`src/rtl/hilo_pkg.sv`:
```
// Shared definitions for the HI/LO multiply/divide controller:
// operand width, operation codes and controller state encoding.
package hilo_pkg;

  localparam int W = 32;

  typedef enum logic [3:0] {
    NONE  = 4'd0,
    MULT  = 4'd1,
    MULTU = 4'd2,
    DIV   = 4'd3,
    DIVU  = 4'd4,
    MTHI  = 4'd5,
    MTLO  = 4'd6,
    MFHI  = 4'd7,
    MFLO  = 4'd8
  } op_e;

  typedef enum logic [1:0] {
    IDLE     = 2'd0,
    DIV_WAIT = 2'd1,
    MUL_WAIT = 2'd2,
    DRAIN    = 2'd3
  } state_e;

endpackage

```
`src/rtl/hilo_mult.sv`:
```
// Registered 32x32 multiplier; one 64-bit product shared by MULT and MULTU.
module hilo_mult
  import hilo_pkg::*;
(
  input  logic           clk,
  input  logic           rst,
  input  logic           load,
  input  logic           is_signed,
  input  logic [W-1:0]   a,
  input  logic [W-1:0]   b,
  output logic [2*W-1:0] product
);

  logic [2*W-1:0] product_d, product_q;
  logic [2*W-1:0] ext_a, ext_b;

  // Sign- or zero-extend to 64 bits; the low 64 bits of the product are
  // then correct for both signed and unsigned operands.
  assign ext_a = {{W{is_signed & a[W-1]}}, a};
  assign ext_b = {{W{is_signed & b[W-1]}}, b};

  always_comb begin
    product_d = product_q;
    if (load) product_d = ext_a * ext_b;
  end

  // NOTE: sequential state uses non-blocking assignments so every flop samples pre-edge values.
  always_ff @(posedge clk or posedge rst) begin
    if (rst) product_q <= '0;
    else     product_q <= product_d;
  end

  assign product = product_q;

endmodule

```
`src/rtl/hilo_muldiv_ctrl.sv`:
```
// HI/LO issue/writeback controller: launches divides, runs multiplies locally,
// owns HI/LO, serves MFHI/MFLO and drains divides killed by a flush.
module hilo_muldiv_ctrl
  import hilo_pkg::*;
(
  input  logic         clk,
  input  logic         rst,
  input  logic         op_valid,
  input  logic [3:0]   op,
  input  logic [W-1:0] src_a,
  input  logic [W-1:0] src_b,
  input  logic         flush,
  output logic         stall,
  output logic [W-1:0] rdata,
  output logic [W-1:0] hi_o,
  output logic [W-1:0] lo_o,
  output logic         div0,
  output logic         div_en,
  output logic         div_hassign,
  output logic [W-1:0] div_a,
  output logic [W-1:0] div_b,
  input  logic [W-1:0] div_q,
  input  logic [W-1:0] div_r,
  input  logic         div_busy,
  input  logic         div_done,
  input  logic         div_overflow
);

  state_e         state_d, state_q;
  logic [W-1:0]   hi_d, hi_q, lo_d, lo_q;
  logic           div0_d, div0_q;
  logic           mul_load, mul_signed;
  logic [2*W-1:0] product;
  op_e            op_i;
  logic           unused_busy;

  assign op_i        = op_e'(op);
  assign unused_busy = div_busy;
  assign div_a       = src_a;
  assign div_b       = src_b;

  hilo_mult u_mult (
    .clk       (clk),
    .rst       (rst),
    .load      (mul_load),
    .is_signed (mul_signed),
    .a         (src_a),
    .b         (src_b),
    .product   (product)
  );

  always_comb begin
    // NOTE: every output of this block gets a default first, so no path can infer a latch.
    state_d     = state_q;
    hi_d        = hi_q;
    lo_d        = lo_q;
    div0_d      = 1'b0;
    stall       = 1'b0;
    div_en      = 1'b0;
    div_hassign = 1'b0;
    mul_load    = 1'b0;
    mul_signed  = 1'b0;

    unique case (state_q)
      IDLE: begin
        if (op_valid && !flush) begin
          unique case (op_i)
            DIV, DIVU: begin
              div_en      = 1'b1;
              div_hassign = (op_i == DIV);
              stall       = 1'b1;
              state_d     = DIV_WAIT;
            end
            MULT, MULTU: begin
              mul_load   = 1'b1;
              mul_signed = (op_i == MULT);
              stall      = 1'b1;
              state_d    = MUL_WAIT;
            end
            MTHI:    hi_d = src_a;
            MTLO:    lo_d = src_a;
            default: ;
          endcase
        end
      end
      DIV_WAIT: begin
        stall = ~div_done;
        if (flush) begin
          // The divider cannot be aborted: finish it silently in DRAIN.
          stall   = 1'b0;
          state_d = div_done ? IDLE : DRAIN;
        end else if (div_done) begin
          hi_d    = div_r;
          lo_d    = div_q;
          div0_d  = div_overflow;
          state_d = IDLE;
        end
      end
      MUL_WAIT: begin
        if (!flush) {hi_d, lo_d} = product;
        state_d = IDLE;
      end
      DRAIN: begin
        // A new instruction waits here and is executed once back in IDLE.
        stall = op_valid & ~flush;
        if (div_done) state_d = IDLE;
      end
      default: state_d = IDLE;
    endcase
  end

  always_ff @(posedge clk or posedge rst) begin
    if (rst) begin
      state_q <= IDLE;
      hi_q    <= '0;
      lo_q    <= '0;
      div0_q  <= 1'b0;
    end else begin
      state_q <= state_d;
      hi_q    <= hi_d;
      lo_q    <= lo_d;
      div0_q  <= div0_d;
    end
  end

  always_comb begin
    rdata = '0;
    if (op_i == MFHI)      rdata = hi_q;
    else if (op_i == MFLO) rdata = lo_q;
  end

  assign hi_o = hi_q;
  assign lo_o = lo_q;
  assign div0 = div0_q;

endmodule

```
`config.mk`:
```
export PLATFORM = sky130hd
export DESIGN_NAME = hilo_muldiv_ctrl
export DESIGN_NICKNAME = d
export VERILOG_FILES = /design/src/rtl/hilo_pkg.sv /design/src/rtl/hilo_mult.sv /design/src/rtl/hilo_muldiv_ctrl.sv
export SDC_FILE = /design/constraint.sdc
export NUM_CORES = 2
export LEC_CHECK = 0
export ABC_AREA = 1
export BUFFER_PORTS_ARGS = -buffer_cell sky130_fd_sc_hd__buf_2
export CORE_ASPECT_RATIO = 1.1
export CORE_MARGIN = 4
export CORE_UTILIZATION = 55
export CTS_CLUSTER_SIZE = 20
export DETAILED_ROUTE_END_ITERATION = 10
export MAX_ROUTING_LAYER = met4
export PLACE_DENSITY_LB_ADDON = 0.15
export SETUP_SLACK_MARGIN = 0.15
export SLEW_MARGIN = 20
export SYNTH_ARGS = -nofsm -noshare
export SYNTH_HDL_FRONTEND = slang
export SYNTH_HIERARCHICAL = 1
export SYNTH_SLANG_ARGS = --single-unit
```
`constraint.sdc`:
```
create_clock -name clk -period 9.65 [get_ports clk]
set_clock_uncertainty 0.1 [all_clocks]
set_input_delay 0.965 -clock clk [delete_from_list [all_inputs] [get_ports clk]]
set_output_delay 0.965 -clock clk [all_outputs]
set_load 0.02 [all_outputs]
```
# Word-level counts from Yosys, hierarchy flattened
# Index checks and enable logic that the tools add are counted.
# totals
regBits	131
output_inout_bits	164
inputBits	139
wordCells	78
# classes
n_reduce_logical	10
n_bitwise	5
n_eq_ne	18
mul	1
muxes	39
# op_table
operator	n
two-way mux 32 bit	12
one-hot mux 32 bit (3 select lines)	2
multiplier 33 x 33 -> 64 bit	1
two-way mux 1 bit	18
equality test 4 x 3 -> 1 bit, second input constant	4
AND reduction 6 bit	2
equality test 4 x 2 -> 1 bit, second input constant	2
two-way mux 2 bit	4
!= test 2 bit, second input constant	4
one-hot mux 2 bit (4 select lines)	1
equality test 2 bit, second input constant	2
equality test 4 x 1 -> 1 bit, second input constant	1
equality test 4 bit, second input constant	1
!= test 2 x 1 -> 1 bit, second input constant	2
one-hot mux 2 bit (2 select lines)	1
OR reduction 2 bit	2
OR reduction 4 bit	1
AND 1 bit	3
!= test 3 x 1 -> 1 bit, second input constant	1
one-hot mux 1 bit (3 select lines)	1
nonzero test 3 bit	1
equality test 2 x 1 -> 1 bit, second input constant	1
logical NOT 2 bit	1
NOT 1 bit	2
3 further kinds	3

# Depth between registers and ports, before layout
# depth
ltp_word	7
mapped_depth	38
mapped_depth_nobuf	37

# Cells and area by module
# The synthesis kept the hierarchy.
# modules_own_cells
mod	seq_area_each_um2	cells_each	instances	area_per_inst_um2
hilo_mult	1601.5	5382	1	42479.5
hilo_muldiv_ctrl	1676.6	906	1	5375.2

# Worst setup path after synthesis
# No wires, ideal clock.
# synth_timing
path_type	input to register
start	input port flush
end	register u_mult.product_q[57] (netlist: u_mult/product[57])
path_slack_ps	995
path_buffers	1
stages	32
setup_ps	117
arrival_ps	8438
required_ps	9433
cell_sequence	inv_1 > nand3_2 > nor4_1 > nand2_1 > inv_1 > clkbuf_1 > nand2_1 > inv_1 > fa_1 > fa_1 > fa_1 > inv_1 > fa_1 > inv_1 > fa_1 > fa_1 > inv_1 > fa_1 > fa_1 > inv_1 > ha_1 > nand2_1 > nor2_1 > inv_1 > nor2_1 > nand2_1 > nor3_1 > nand2_1 > nand2_1 > nand2_1 > nand3_1 > nand2_1
# synth_between
elab_chain_len	6
elab_cells_between_ends	9
cone_classes	mul: 1; mux: 4; bitwise: 2; reduce/logical: 2
# synth_rtl
item	line	text
from (decl)	hilo_muldiv_ctrl.sv:12	input logic flush,
logical NOT 1 bit *	n/a	
logical AND 1 bit *	hilo_muldiv_ctrl.sv:66	if (op_valid && !flush) begin
two-way mux 1 bit *	hilo_muldiv_ctrl.sv:66	
two-way mux 1 bit *	hilo_muldiv_ctrl.sv:64	unique case (state_q)
via mul_signed	hilo_muldiv_ctrl.sv:32	logic mul_load, mul_signed;
AND 1 bit, on equally long branches	hilo_mult.sv:19, hilo_mult.sv:20	
multiplier 33 x 33 -> 64 bit *	hilo_mult.sv:24	if (load) product_d = ext_a * ext_b;
to (signal assigned)	hilo_mult.sv:30	else product_q <= product_d;
to (decl)	hilo_mult.sv:14	logic [2*W-1:0] product_d, product_q;
# The timed path passes the listed nets; every way through them passes the cells marked *.
# A chain may end at the register's enable or synchronous reset.

# Final worst setup path
# layout_timing
start	register state_q[0]
end	register u_mult.product_q[56] (netlist: u_mult/product[56])
# layout_between
elab_chain_len	4
elab_cells_between_ends	6
cone_classes	mul: 1; mux: 2; bitwise: 2; reduce/logical: 1
# layout_rtl
item	line	text
from (decl)	hilo_muldiv_ctrl.sv:29	state_e state_d, state_q;
from (signal assigned)	hilo_muldiv_ctrl.sv:119	state_q <= state_d;
logical NOT 2 bit *	hilo_muldiv_ctrl.sv:64	
two-way mux 1 bit *	hilo_muldiv_ctrl.sv:64	
via mul_signed	hilo_muldiv_ctrl.sv:32	
AND 1 bit, on equally long branches	hilo_mult.sv:19, hilo_mult.sv:20	
multiplier 33 x 33 -> 64 bit *	hilo_mult.sv:24	
# Marks and branches as above.

==> impl_metrics.py <==
metrics = {
    "placement": {
        "numPortBuffers": 301,
        "place_hpwl_microns": 123000,
        "place_congestion": 1.01,
    },
    "logic_synthesis": {
        "synthArstFlopShare_pct": 100,
        "ys_types": 38,
        "synth_mux_area_share_pct": 0,
        "synth_area_leaders": "fa_1 47%, nand2_1 16%, inv_1 13%",
        "synth_compound_area_share_pct": 2.28,
        "synth_top_area_share_pct": 47.1,
        "synth_seq_cells": 131,
        "synthAdderAreaFrac_pct": 52.8,
        "synthCells": 6288,
        "yosys.area_share.simple_pct": 20.8,
        "synth_xor_area_share_pct": 0.476,
        "syn_nets": 7770,
        "yosys.area.top_type": "fa_1",
        "synth_top_family_by_area": "adder cells",
        "ys_seq_area_share_pct": 6.85,
        "synth_area_sq_um": 47900,
        "synth.avg_cell_area_sq_um": 7.61,
        "synth_edf_count": 0,
        "ys.flop_type": "dfrtp_1",
        "yosys_warnings": 6,
    },
    "floorplan": {
        "rows": 113,
        "core_area_sq_um": 86400,
        "initial_core_util_pct": 55.4,
        "die_h_microns": 317,
        "fp.dieW_microns": 289,
        "die_area_sq_um": 91800,
        "boundaryPins": 303,
    },
    "grt": {
        "grt_pass1_wl_microns": 233000,
        "met2_usage_pct": 57.4,
        "grt_max_degree": 77,
        "grt_antenna_before_repair": 9,
        "grt-busiest-layer": "met2",
        "grt_util_met1_pct": 44.7,
        "grt_remaining_overflow": 0,
        "met3_usage_pct": 3.69,
        "grt_util_all_layers_pct": 34.4,
        "grt_pass1_vias": 41000,
    },
    "run_status": {
        "status": "completed",
    },
    "clock_tree": {
        "ctsResizeCount": 0,
        "cts_tree": "built",
        "cts-root-buf": "clkbuf_16",
        "clkTransAtPathRegs_ps": 70,
        "clock-sinks": 131,
        "numCtsBuffers": 17,
        "cts_hold_buffers": 0,
        "htree_num_levels": 4,
        "clkLatencyLatePin_ps": 440,
        "cts_setup_buffers": 0,
        "cts_buffer_depth": 2,
    },
    "worst_setup_path": {
        "critPathLaunchType": "register",
        "critPathMaxStageDelay_ps": 620,
        "cp.required_ps": 9910,
        "critPathSlowestCell": "fa_1",
        "crit_fanout": 12,
        "crit_type": "register to register",
        "critPathMostFrequentCell": "fa_1",
        "crit_path_end_kind": "register",
        "cp.arrival_ps": 9090,
    },
    "final_layout": {
        "layout-drive-gt1-share_pct": 8.32,
        "regArea_sq_um": 3280,
        "area_delta_synth_final_pct": 6.37,
        "fillers": 8171,
        "final_nets": 7849,
        "multi_input_area_sq_um": 36500,
    },
    "routing": {
        "ant_nets": 0,
        "routedWlPerCell_microns": 19.8,
        "wl_microns": 149000,
        "routed-via-count": 39100,
        "viasPerCell": 5.19,
        "dr.pass1.iters": 6,
        "drc": 0,
        "drt_iter0_drc": 2804,
    },
    "timing": {
        "period_minus_slack_ps": 8830,
        "hold_slack_ps": 374,
        "worst_pin_slew_ps": 1130,
        "slew_headroom_pct": 24.3,
        "totalNegativeSetupSlack_ps": 0,
        "rsz0062_at_grt": "no",
        "fin_crit_sh_pct": 91.5,
        "hold_viol": 0,
        "clock.fmax_mhz": 113,
        "drv_slew": 0,
        "finalSetupViolCount": 0,
    },
    "run": {
        "drv_cap": 0,
    },
    "worst_hold_path": {
        "min_path_type": "register to register",
    },
}
==> per-stage QoR <==
step / std cells / setup WS, ps / util [%] / area (sq um)
3_5_place_dp: 7498 / 618 / 58.2 / 50300
3_3_place_gp: 7498 / 698 / 58.2 / 50300
5_1_grt: 7536 / 339 / 58.9 / 50900
2_1_floorplan: 6288 / 995 / - / 47900
6_report: 7537 / 818 / 58.9 / 50900
4_1_cts: 7529 / 879 / 58.9 / 50900
==> layer usage <==
| metal | share of wire, % | vias up |
|---|---|---|
| met3 | 6.7 | 241 |
| li1 | - | 17700 |
| met4 | 3.4 | 0 |
| met5 | 0 | - |
| met2 | 49 | 1513 |
| met1 | 41 | 19600 |
==> final timing paths <==
check / start / end / slack (ps) / cells past startpoint
worst max register to register: state_q[0]$_DFFE_PP0P_ / u_mult/product[56]$_DFFE_PP0P_ / 820 / 32
worst min register to register: u_mult/product[2]$_DFFE_PP0P_ / u_mult/product[2]$_DFFE_PP0P_ / 370 / 2
worst max-delay path: state_q[0]$_DFFE_PP0P_ / u_mult/product[56]$_DFFE_PP0P_ / 820 / 32
worst min-delay path: u_mult/product[2]$_DFFE_PP0P_ / u_mult/product[2]$_DFFE_PP0P_ / 370 / 2
max in group asynchronous: rst / u_mult/product[3]$_DFFE_PP0P_ / 8130 / 3
min in group asynchronous: rst / lo_o[23]$_DFFE_PP0P_ / 720 / 3
==> logic make-up (layout without fill, tap and decap cells) <==
family                     count (synthesis)  after routing
DFF                                      131            131
AOI/OAI and AO/OA                        196            196
and+or+nand+nor                         2521           2521
buffers and inverters                   2071           2162
xor gates and xnor gates                  26             26
other                                      0              8
adders and majority gates               1343           1343
==> worst max-delay path: cells and delay by family, from the launching register on <==
kind | cells | cell delay, ps
compound gates | 3 | 570
fa+ha+maj | 10 | 4880
buf+inv | 8 | 1290
flops | 1 | 460
simple gates | 11 | 1410
==> final cells by class <==
class                           instances  area share [%]
Antenna cell                            8          0.0393
Clock buffer                           19           0.850
Clock inverter                         12           0.361
Inverter                             1680            12.4
Multi-Input combinational cell       4086            71.8
Sequential cell                       131            6.44
Tap cell                             1150            2.83
Timing Repair Buffer                  451            5.34
==> cell usage in the layout, fill, tap and decap left out, types with 80 or more instances in the layout <==
| cell type | n |
|---|---|
| nand3_1 | 199 |
| buf_4 | 143 |
| nand2_1 | 2065 |
| dfrtp_1 | 131 |
| inv_1 | 1673 |
| ha_1 | 215 |
| fa_1 | 1125 |
| o21ai_0 | 80 |
| nor2_1 | 184 |
| buf_2 | 301 |
==> registers in the layout (all words and copies together) (netlist names) <==
name	flops
div0	1
hi_o	32
lo_o	32
state_q	2
u_mult/product	64
==> synthesized netlist by cell type (all sizes together), types with 6 or more instances <==
master,number
nand2,2073
nor3,9
nand3,207
ha,218
inv,1680
o21bai,18
nor2,192
fa,1125
o21ai,89
nand4,18
clkbuf,286
or2,10
a31oi,8
xor2,6
buf,105
dfrtp,131
xnor2,20
a21oi,73
Power is left out: the tool's default activity adds up to more than one toggle a clock period on the data nets, which glitch-free logic cannot reach.
